`src/rtl/uart_tx_arbiter.sv`:
```
// Round-robin arbiter sharing one uart_tx serializer between NUM_REQ byte streams,
// with packet lock (REQ_LAST) and a TX_DONE watchdog.
module uart_tx_arbiter #(
  parameter int unsigned NUM_REQ      = 4,
  parameter int unsigned DATA_WIDTH   = 8,
  parameter int unsigned TIMEOUT_CLKS = 1024
) (
  input  logic                          CLK,
  input  logic                          RSTN,
  input  logic [NUM_REQ-1:0]            REQ_VALID,
  input  logic [NUM_REQ*DATA_WIDTH-1:0] REQ_DATA,
  input  logic [NUM_REQ-1:0]            REQ_LAST,
  output logic [NUM_REQ-1:0]            REQ_READY,
  output logic                          TX_START,
  output logic [DATA_WIDTH-1:0]         TX_DATA,
  input  logic                          TX_DONE,
  output logic [NUM_REQ-1:0]            GRANT,
  output logic                          BUSY,
  output logic                          TIMEOUT_ERR
);

  localparam int unsigned IDX_W  = (NUM_REQ > 1) ? $clog2(NUM_REQ) : 1;
  localparam int unsigned WDOG_W = $clog2(TIMEOUT_CLKS) + 1;

  typedef enum logic {
    IDLE      = 1'b0,
    WAIT_DONE = 1'b1
  } state_t;

  state_t              state;
  logic                lock;
  logic [IDX_W-1:0]    lock_id;
  logic [IDX_W-1:0]    rr_ptr;
  logic [WDOG_W-1:0]   wdog;

  logic [NUM_REQ-1:0]    eligible;
  logic                  found;
  logic [IDX_W-1:0]      winner;
  logic [IDX_W-1:0]      cand;
  logic [DATA_WIDTH-1:0] win_data;

  // A locked packet owner is the only candidate until its last byte goes out
  always_comb begin
    eligible = lock ? (REQ_VALID & (NUM_REQ'(1) << lock_id)) : REQ_VALID;
  end

  // First eligible requester after rr_ptr, wrapping modulo NUM_REQ
  always_comb begin
    found  = 1'b0;
    winner = '0;
    cand   = '0;
    for (int unsigned i = 1; i <= NUM_REQ; i++) begin
      cand = IDX_W'((32'(rr_ptr) + i) % NUM_REQ);
      if (!found && eligible[cand]) begin
        found  = 1'b1;
        winner = cand;
      end
    end
  end

  always_comb begin
    win_data = '0;
    for (int unsigned i = 0; i < NUM_REQ; i++) begin
      if (winner == IDX_W'(i)) win_data = REQ_DATA[i*DATA_WIDTH +: DATA_WIDTH];
    end
  end

  assign REQ_READY = (state == IDLE && found) ? (NUM_REQ'(1) << winner) : '0;
  assign BUSY      = (state == WAIT_DONE);

  always_ff @(posedge CLK or negedge RSTN) begin
    if (!RSTN) begin
      state       <= IDLE;
      TX_START    <= 1'b0;
      TX_DATA     <= '0;
      GRANT       <= '0;
      TIMEOUT_ERR <= 1'b0;
      lock        <= 1'b0;
      lock_id     <= '0;
      rr_ptr      <= IDX_W'(NUM_REQ - 1);
      wdog        <= '0;
    end else begin
      TX_START    <= 1'b0;
      TIMEOUT_ERR <= 1'b0;
      case (state)
        IDLE: begin
          if (found) begin
            TX_DATA  <= win_data;
            TX_START <= 1'b1;
            GRANT    <= NUM_REQ'(1) << winner;
            wdog     <= '0;
            state    <= WAIT_DONE;
            // Fairness pointer only moves once a whole packet has been sent
            if (REQ_LAST[winner]) begin
              lock   <= 1'b0;
              rr_ptr <= winner;
            end else begin
              lock    <= 1'b1;
              lock_id <= winner;
            end
          end
        end
        WAIT_DONE: begin
          wdog <= wdog + WDOG_W'(1);
          if (TX_DONE) begin
            state <= IDLE;
          end else if (wdog == WDOG_W'(TIMEOUT_CLKS - 1)) begin
            TIMEOUT_ERR <= 1'b1;
            lock        <= 1'b0;
            state       <= IDLE;
          end
        end
        default: state <= IDLE;
      endcase
    end
  end

endmodule
```
`config.mk`:
```
export PLATFORM = sky130hd
export DESIGN_NAME = uart_tx_arbiter
export DESIGN_NICKNAME = d
export VERILOG_FILES = /design/src/rtl/uart_tx_arbiter.sv
export SDC_FILE = /design/constraint.sdc
export NUM_CORES = 1
export LEC_CHECK = 0
export CAP_MARGIN = 15
export CORE_MARGIN = 4
export CORE_UTILIZATION = 46
export CTS_CLUSTER_DIAMETER = 100
export CTS_CLUSTER_SIZE = 40
export DETAILED_ROUTE_END_ITERATION = 6
export PLACE_DENSITY = 0.9
export SLEW_MARGIN = 0
export SYNTH_ARGS = -nofsm -noshare
export SYNTH_HDL_FRONTEND = slang
export SYNTH_SLANG_ARGS = --single-unit
export TNS_END_PERCENT = 5
```
`constraint.sdc`:
```
create_clock -name CLK -period 2.7 [get_ports CLK]
set_input_delay 0.27 -clock CLK [delete_from_list [all_inputs] [get_ports CLK]]
set_output_delay 0.27 -clock CLK [all_outputs]
set_load 0.005 [all_outputs]
```
Word-level counts from Yosys, hierarchy flattened
Cells that the tools add are included.
{"block": "totals", "reg_bits": 31, "output_inout_bits": 19, "word_cells": 82}
{"block": "classes", "n_addsub": 5, "magnitude_cmp": 5, "eq_ne": 7, "shifts": 2, "n_mux": 39, "bitwise_logic": 3, "reduce_logical": 12}
{"op": "two-way mux 8 bit", "n": 4}
{"op": "case mux 11 bit (2 select lines)", "n": 1}
{"op": "two-way mux 1 bit", "n": 20}
{"op": "less-than comparator 2 x 3 -> 1 bit (second input constant)", "n": 5}
{"op": "adder 11 x 1 -> 11 bit (second input constant)", "n": 1}
{"op": "equality test 11 x 10 -> 1 bit (second input constant)", "n": 1}
{"op": "two-way mux 11 bit", "n": 1}
{"op": "binary-select mux 1 bit (select 2 bit)", "n": 5}
{"op": "AND reduction 3 bit", "n": 3}
{"op": "two-way mux 2 bit", "n": 4}
{"op": "two-way mux 4 bit", "n": 2}
{"op": "<< shifter 1 x 2 -> 4 bit (first input constant)", "n": 2}
{"op": "adder 2 x 1 -> 2 bit (second input constant)", "n": 2}
{"op": "adder 2 bit (second input constant)", "n": 2}
{"op": "AND 4 bit", "n": 1}
{"op": "equality test 2 bit (second input constant)", "n": 2}
{"op": "logical AND 1 bit", "n": 4}
{"op": "!= test 2 bit (second input constant)", "n": 2}
{"op": "case mux 1 bit (2 select lines)", "n": 2}
{"op": "logical NOT 1 bit", "n": 3}
{"op": "equality test 2 x 1 -> 1 bit (second input constant)", "n": 1}
{"op": "logical NOT 2 bit", "n": 1}
{"op": "!= test 2 x 1 -> 1 bit (second input constant)", "n": 1}
{"op": "NOT 1 bit", "n": 2}
{"op": "AND reduction 2 bit", "n": 1}

Depth between registers and ports, before layout
{"block": "depth", "depth_word": 20, "mapped_depth": 10, "mapped_depth_nobuf": 8}

Worst setup path after synthesis
No wires, ideal clock.
{"block": "synth_timing", "kind": "reg2reg", "start": "reg rr_ptr[0]", "end": "reg lock_id[1]", "setup_ps": 118, "arrival_ps": 2178, "t_required_ps": 2582, "path_slack_ps": 404, "stages_incl_launch_ff": 9, "n_path_buf": 1, "period_less_slack_ps": 2296, "path_cell_list": "dfstp_2 -> buf_6 -> mux2i_1 -> o211ai_2 -> nor4bb_2 -> nor4_4 -> mux2i_1 -> nand2_1 -> a21o_1"}
{"block": "synth_between", "elab_chain_cells": 17}
{"item": "start: declaration", "line_no": "33", "source": "logic [IDX_W-1:0] rr_ptr;"}
{"item": "start signal: assignment", "line_no": "80", "source": "rr_ptr <= IDX_W'(NUM_REQ - 1);"}
{"item": "start signal: assignment", "line_no": "96", "source": "rr_ptr <= winner;"}
{"item": "adder 2 x 1 -> 2 bit", "line_no": "53", "source": "cand = IDX_W'((32'(rr_ptr) + i) % NUM_REQ);"}
{"item": "binary-select mux 1 bit (select 2 bit)", "line_no": "54", "source": "if (!found && eligible[cand]) begin"}
{"item": "two-way mux 1 bit (not written as such)", "line_no": "54"}
{"item": "two-way mux 1 bit", "line_no": "54"}
{"item": "logical NOT 1 bit", "line_no": "54"}
{"item": "logical AND 1 bit", "line_no": "54"}
{"item": "two-way mux 1 bit", "line_no": "54"}
{"item": "logical NOT 1 bit", "line_no": "54"}
{"item": "logical AND 1 bit", "line_no": "54"}
{"item": "two-way mux 1 bit", "line_no": "54"}
{"item": "logical NOT 1 bit", "line_no": "54"}
{"item": "logical AND 1 bit", "line_no": "54"}
{"item": "two-way mux 2 bit", "line_no": "54"}
{"item": "binary-select mux 1 bit (select 2 bit)", "line_no": "94", "source": "if (REQ_LAST[winner]) begin"}
{"item": "two-way mux 1 bit (not written as such)", "line_no": "94"}
{"item": "NOT 1 bit (no source line)"}
{"item": "AND reduction 3 bit (no source line)"}
{"item": "end signal: assignment", "line_no": "99", "source": "lock_id <= winner;"}
{"item": "end: declaration", "line_no": "32", "source": "logic [IDX_W-1:0] lock_id;"}
Several ways; a longest one is shown, not always the timed one. The select of a mux whose other input is x is not followed.
A chain may end at the register's enable or synchronous reset.

Worst setup path in the final report
{"block": "layout_timing", "start": "reg rr_ptr[0]", "end": "out REQ_READY[0]"}
{"block": "layout_between", "elab_chain_cells": 15}
{"item": "adder 2 x 1 -> 2 bit", "line_no": "53"}
{"item": "binary-select mux 1 bit (select 2 bit)", "line_no": "54"}
{"item": "two-way mux 1 bit (not written as such)", "line_no": "54"}
{"item": "two-way mux 1 bit", "line_no": "54"}
{"item": "logical NOT 1 bit", "line_no": "54"}
{"item": "logical AND 1 bit", "line_no": "54"}
{"item": "two-way mux 1 bit", "line_no": "54"}
{"item": "logical NOT 1 bit", "line_no": "54"}
{"item": "logical AND 1 bit", "line_no": "54"}
{"item": "two-way mux 1 bit", "line_no": "54"}
{"item": "logical NOT 1 bit", "line_no": "54"}
{"item": "logical AND 1 bit", "line_no": "54"}
{"item": "two-way mux 2 bit / two-way mux 1 bit (equally long branches)", "line_no": "54"}
{"item": "<< shifter 1 x 2 -> 4 bit / logical AND 1 bit (equally long branches)", "line_no": "68", "source": "assign REQ_READY = (state == IDLE && found) ? (NUM_REQ'(1) << winner) : '0;"}
{"item": "two-way mux 4 bit (*)", "line_no": "68"}
{"item": "end: declaration", "line_no": "13", "source": "output logic [NUM_REQ-1:0] REQ_READY,"}
Mark *: on every way between the ends. The rest lies on a longest branch, timed or not. The select of a mux whose other input is x is not followed.

==> impl_metrics.csv <==
group,metric,value,unit
outcome,outcome,"complete, no violations",
die,ios,62,
pwr,powerDensity,1090,nW/um^2
clock_network,clock-sinks,31,
sta,setup_viol,0,
finish,num_antenna_cells,0,
critical_path,worstPathArrival,2.33,ns
sta,final-max-slew-violation-count,0,
placed_design,dp_hpwl,4080,um
flow_run,maxCapViolCount,0,
critical_path,r2r-start,"rr_ptr[0]",
detailed_routing,drc,0,
finish,mostFrequentLayoutCells,"clkdlybuf4s50_1 (57), dfrtp_1 (26), nand2_1 (23), buf_4 (23), mux2i_1 (14)",
finish,area_growth,48.1,%
grt,grt_start_max_net_pins,32,
placed_design,post-place-ws,-0.120,ns
sta,final_hold_viol_count,0,
synth,synth_edf_count,0,
finish,final_layout_size_suffix_gt1_frac,0.201,
clock_network,hold_buffers,0,
synth,synth_area,1940,um^2
detailed_routing,wl_met3,366,um
synth,synth.distinct_cells,55,
sta,max_freq,0.385,GHz
pwr,leakagePower,0.00127,uW
finish,layout_commonest_cell,"clkdlybuf4s50_1",
die,row_count,23,
synth,yosys_register_bits,31,
synth,syn_inst,200,
grt,grt_pass1_vias,1995,
placed_design,dp.cells,325,
detailed_routing,top_layer,"met4",
synth,ys_seq_area_frac,0.401,
critical_path,path_class,"reg -> out",
synth,synth_area_per_cell,9.70,um^2
finish,fill_cells,300,
sta,fin_ws,0.103,ns
detailed_routing,drtIter0Drc,129,
detailed_routing,wl_per_cell,16.8,um
die,die_h,72.9,um
die,start_util,0.481,
clock_network,cts_buffers,5,
synth,yosysWarningCount,0,
sta,final.period_utilization,0.962,
grt,track_usage,0.229,
synth,syn_nets,244,
clock_network,htree_levels,2,
clock_network,clkSlewWorstSetupHoldPaths,0.07,ns
detailed_routing,vias_per_cell,5.74,
detailed_routing,vias,1913,
detailed_routing,drtAntennaViolNets,0,
critical_path,r2r_end,"lock_id[1]",
critical_path,start_kind,"flip-flop",
hold_path,hp-class,"in -> async",
sta,slew_headroom,0.687,
clock_network,clk_latency,0.29,ns
sta,skew,0.00645,ns
die,core-area,4030,um^2
critical_path,reg2reg_depth,10,
detailed_routing,drtPass1Iterations,4,
grt,grt_pass1_wl,9340,um
sta,fin_crit,2.60,ns
critical_path,crit_required,2.43,ns
die,dieWidth,72.9,um
synth,async_reset_ff_frac,1.00,
sta,holdWs,0.366,ns
critical_path,critPathCaptureType,"output pin",
finish,finalNonFillerCells,333,
detailed_routing,wl,5590,um
grt,gr-total-overflow,0,
die,dieArea,5320,um^2
pwr,irDropWorstVdd,658,uV
detailed_routing,routedLengthMet1,2220,um
placed_design,gp_congestion,0.900,
critical_path,crit_fanout,5,
critical_path,r2r_setup_slack,0.19,ns
detailed_routing,wl_met2,2910,um
clock_network,cts-root-buf,"clkbuf_8",
sta,rsz0062_at_grt,"false",
sta,worstMarginPinSlew,0.467,ns
placed_design,port-buffer-count,61,
clock_network,clockBufferDepth,2,
clock_network,cts_tree,"yes",
finish,final_nets,326,
synth,synth_ff_type,"dfrtp_1",
grt,antenna_found_initial,0,
timing repair:
item | CTS | global route
resized for setup | 16 | 0
endpoints found under the setup margin | 4 | 0
buffers inserted | 0 | 0
sequential cells by signal, indices dropped and copies added, names as in the netlist:
signal,cells
BUSY,1
GRANT,4
TIMEOUT_ERR,1
TX_DATA,8
TX_START,1
lock,1
lock_id,2
rr_ptr,2
wdog,11
worst max-delay path by stage:
stage                            start            to  slack (ns)
after floorplan              rr_ptr[0]    lock_id[1]        0.40
after global placement    REQ_VALID[3]  REQ_READY[2]       -0.11
after detailed placement  REQ_VALID[3]  REQ_READY[2]       -0.12
after CTS                    rr_ptr[0]  REQ_READY[0]        0.11
after global routing         rr_ptr[0]  REQ_READY[0]       0.007
final                        rr_ptr[0]  REQ_READY[0]        0.10
kinds of logic after synthesis:
family,synth area share
xor+xnor,0.00903
flops,0.401
mux,0.0839
simple gates,0.195
compound gates,0.259
buf+inv,0.0458
fa+ha+maj,0.00645
layer usage:
layer	global-route usage	up-vias
li1	-	914
met1	0.256	918
met2	0.418	72
met3	0.0592	9
met4	0.0758	0
met5	0	-
final cells by class:
type,instances,area [um^2],area share
Multi-Input combinational cell,153,1110,0.385
Sequential cell,31,782,0.272
Timing Repair Buffer,84,778,0.271
Clock buffer,6,82.6,0.0287
Tap cell,50,62.6,0.0218
Clock inverter,2,35.0,0.0122
Inverter,7,26.3,0.00915
synth_stat cells (all sizes together), types with 3 or more instances:
cell type | instances | area (um^2)
inv | 7 | 26.3
nand3 | 6 | 30.0
o211ai | 6 | 60.1
nand2 | 23 | 86.3
nor2 | 12 | 50.1
mux2i | 14 | 140
a21oi | 4 | 31.3
buf | 6 | 51.3
nand4 | 3 | 18.8
clkbuf | 3 | 11.3
o31ai | 3 | 22.5
a221o | 5 | 50.1
nor2b | 8 | 52.6
dfrtp | 29 | 726
o21ai | 22 | 118
o2bb2ai | 5 | 43.8
a21o | 5 | 37.5
worst max-delay path: stages (launching register included):
cell and delay [ns]:
dfstp_2 0.58, buf_4 0.14, nand4b_1 0.11, o211ai_2 0.13
nor2_2 0.09, or4_4 0.60, nor2_4 0.15, dlygate4sd2_1 0.25
per-stage QoR:
| stage | instance area (um^2) | total power, uW | util | setup TNS [ns] |
|---|---|---|---|---|
| after detailed placement | 2720 | 2580 | 0.676 | -0.262 |
| after floorplan | 1940 | 1870 | - | 0 |
| final | 2870 | 3130 | 0.713 | 0 |
| after CTS | 2870 | 3130 | 0.713 | 0 |
| after global routing | 2870 | 3340 | 0.713 | 0 |
| after global placement | 2720 | 2530 | 0.676 | -0.196 |
power breakdown:
| part | internal (uW) | total, uW | switching [uW] |
|---|---|---|---|
| combinational | 954 | 1850 | 892 |
| clock | 298 | 480 | 181 |
| sequential | 639 | 809 | 170 |
| total | 1890 | 3130 | 1240 |
Note: power is estimated with default switching activity, not from simulation.
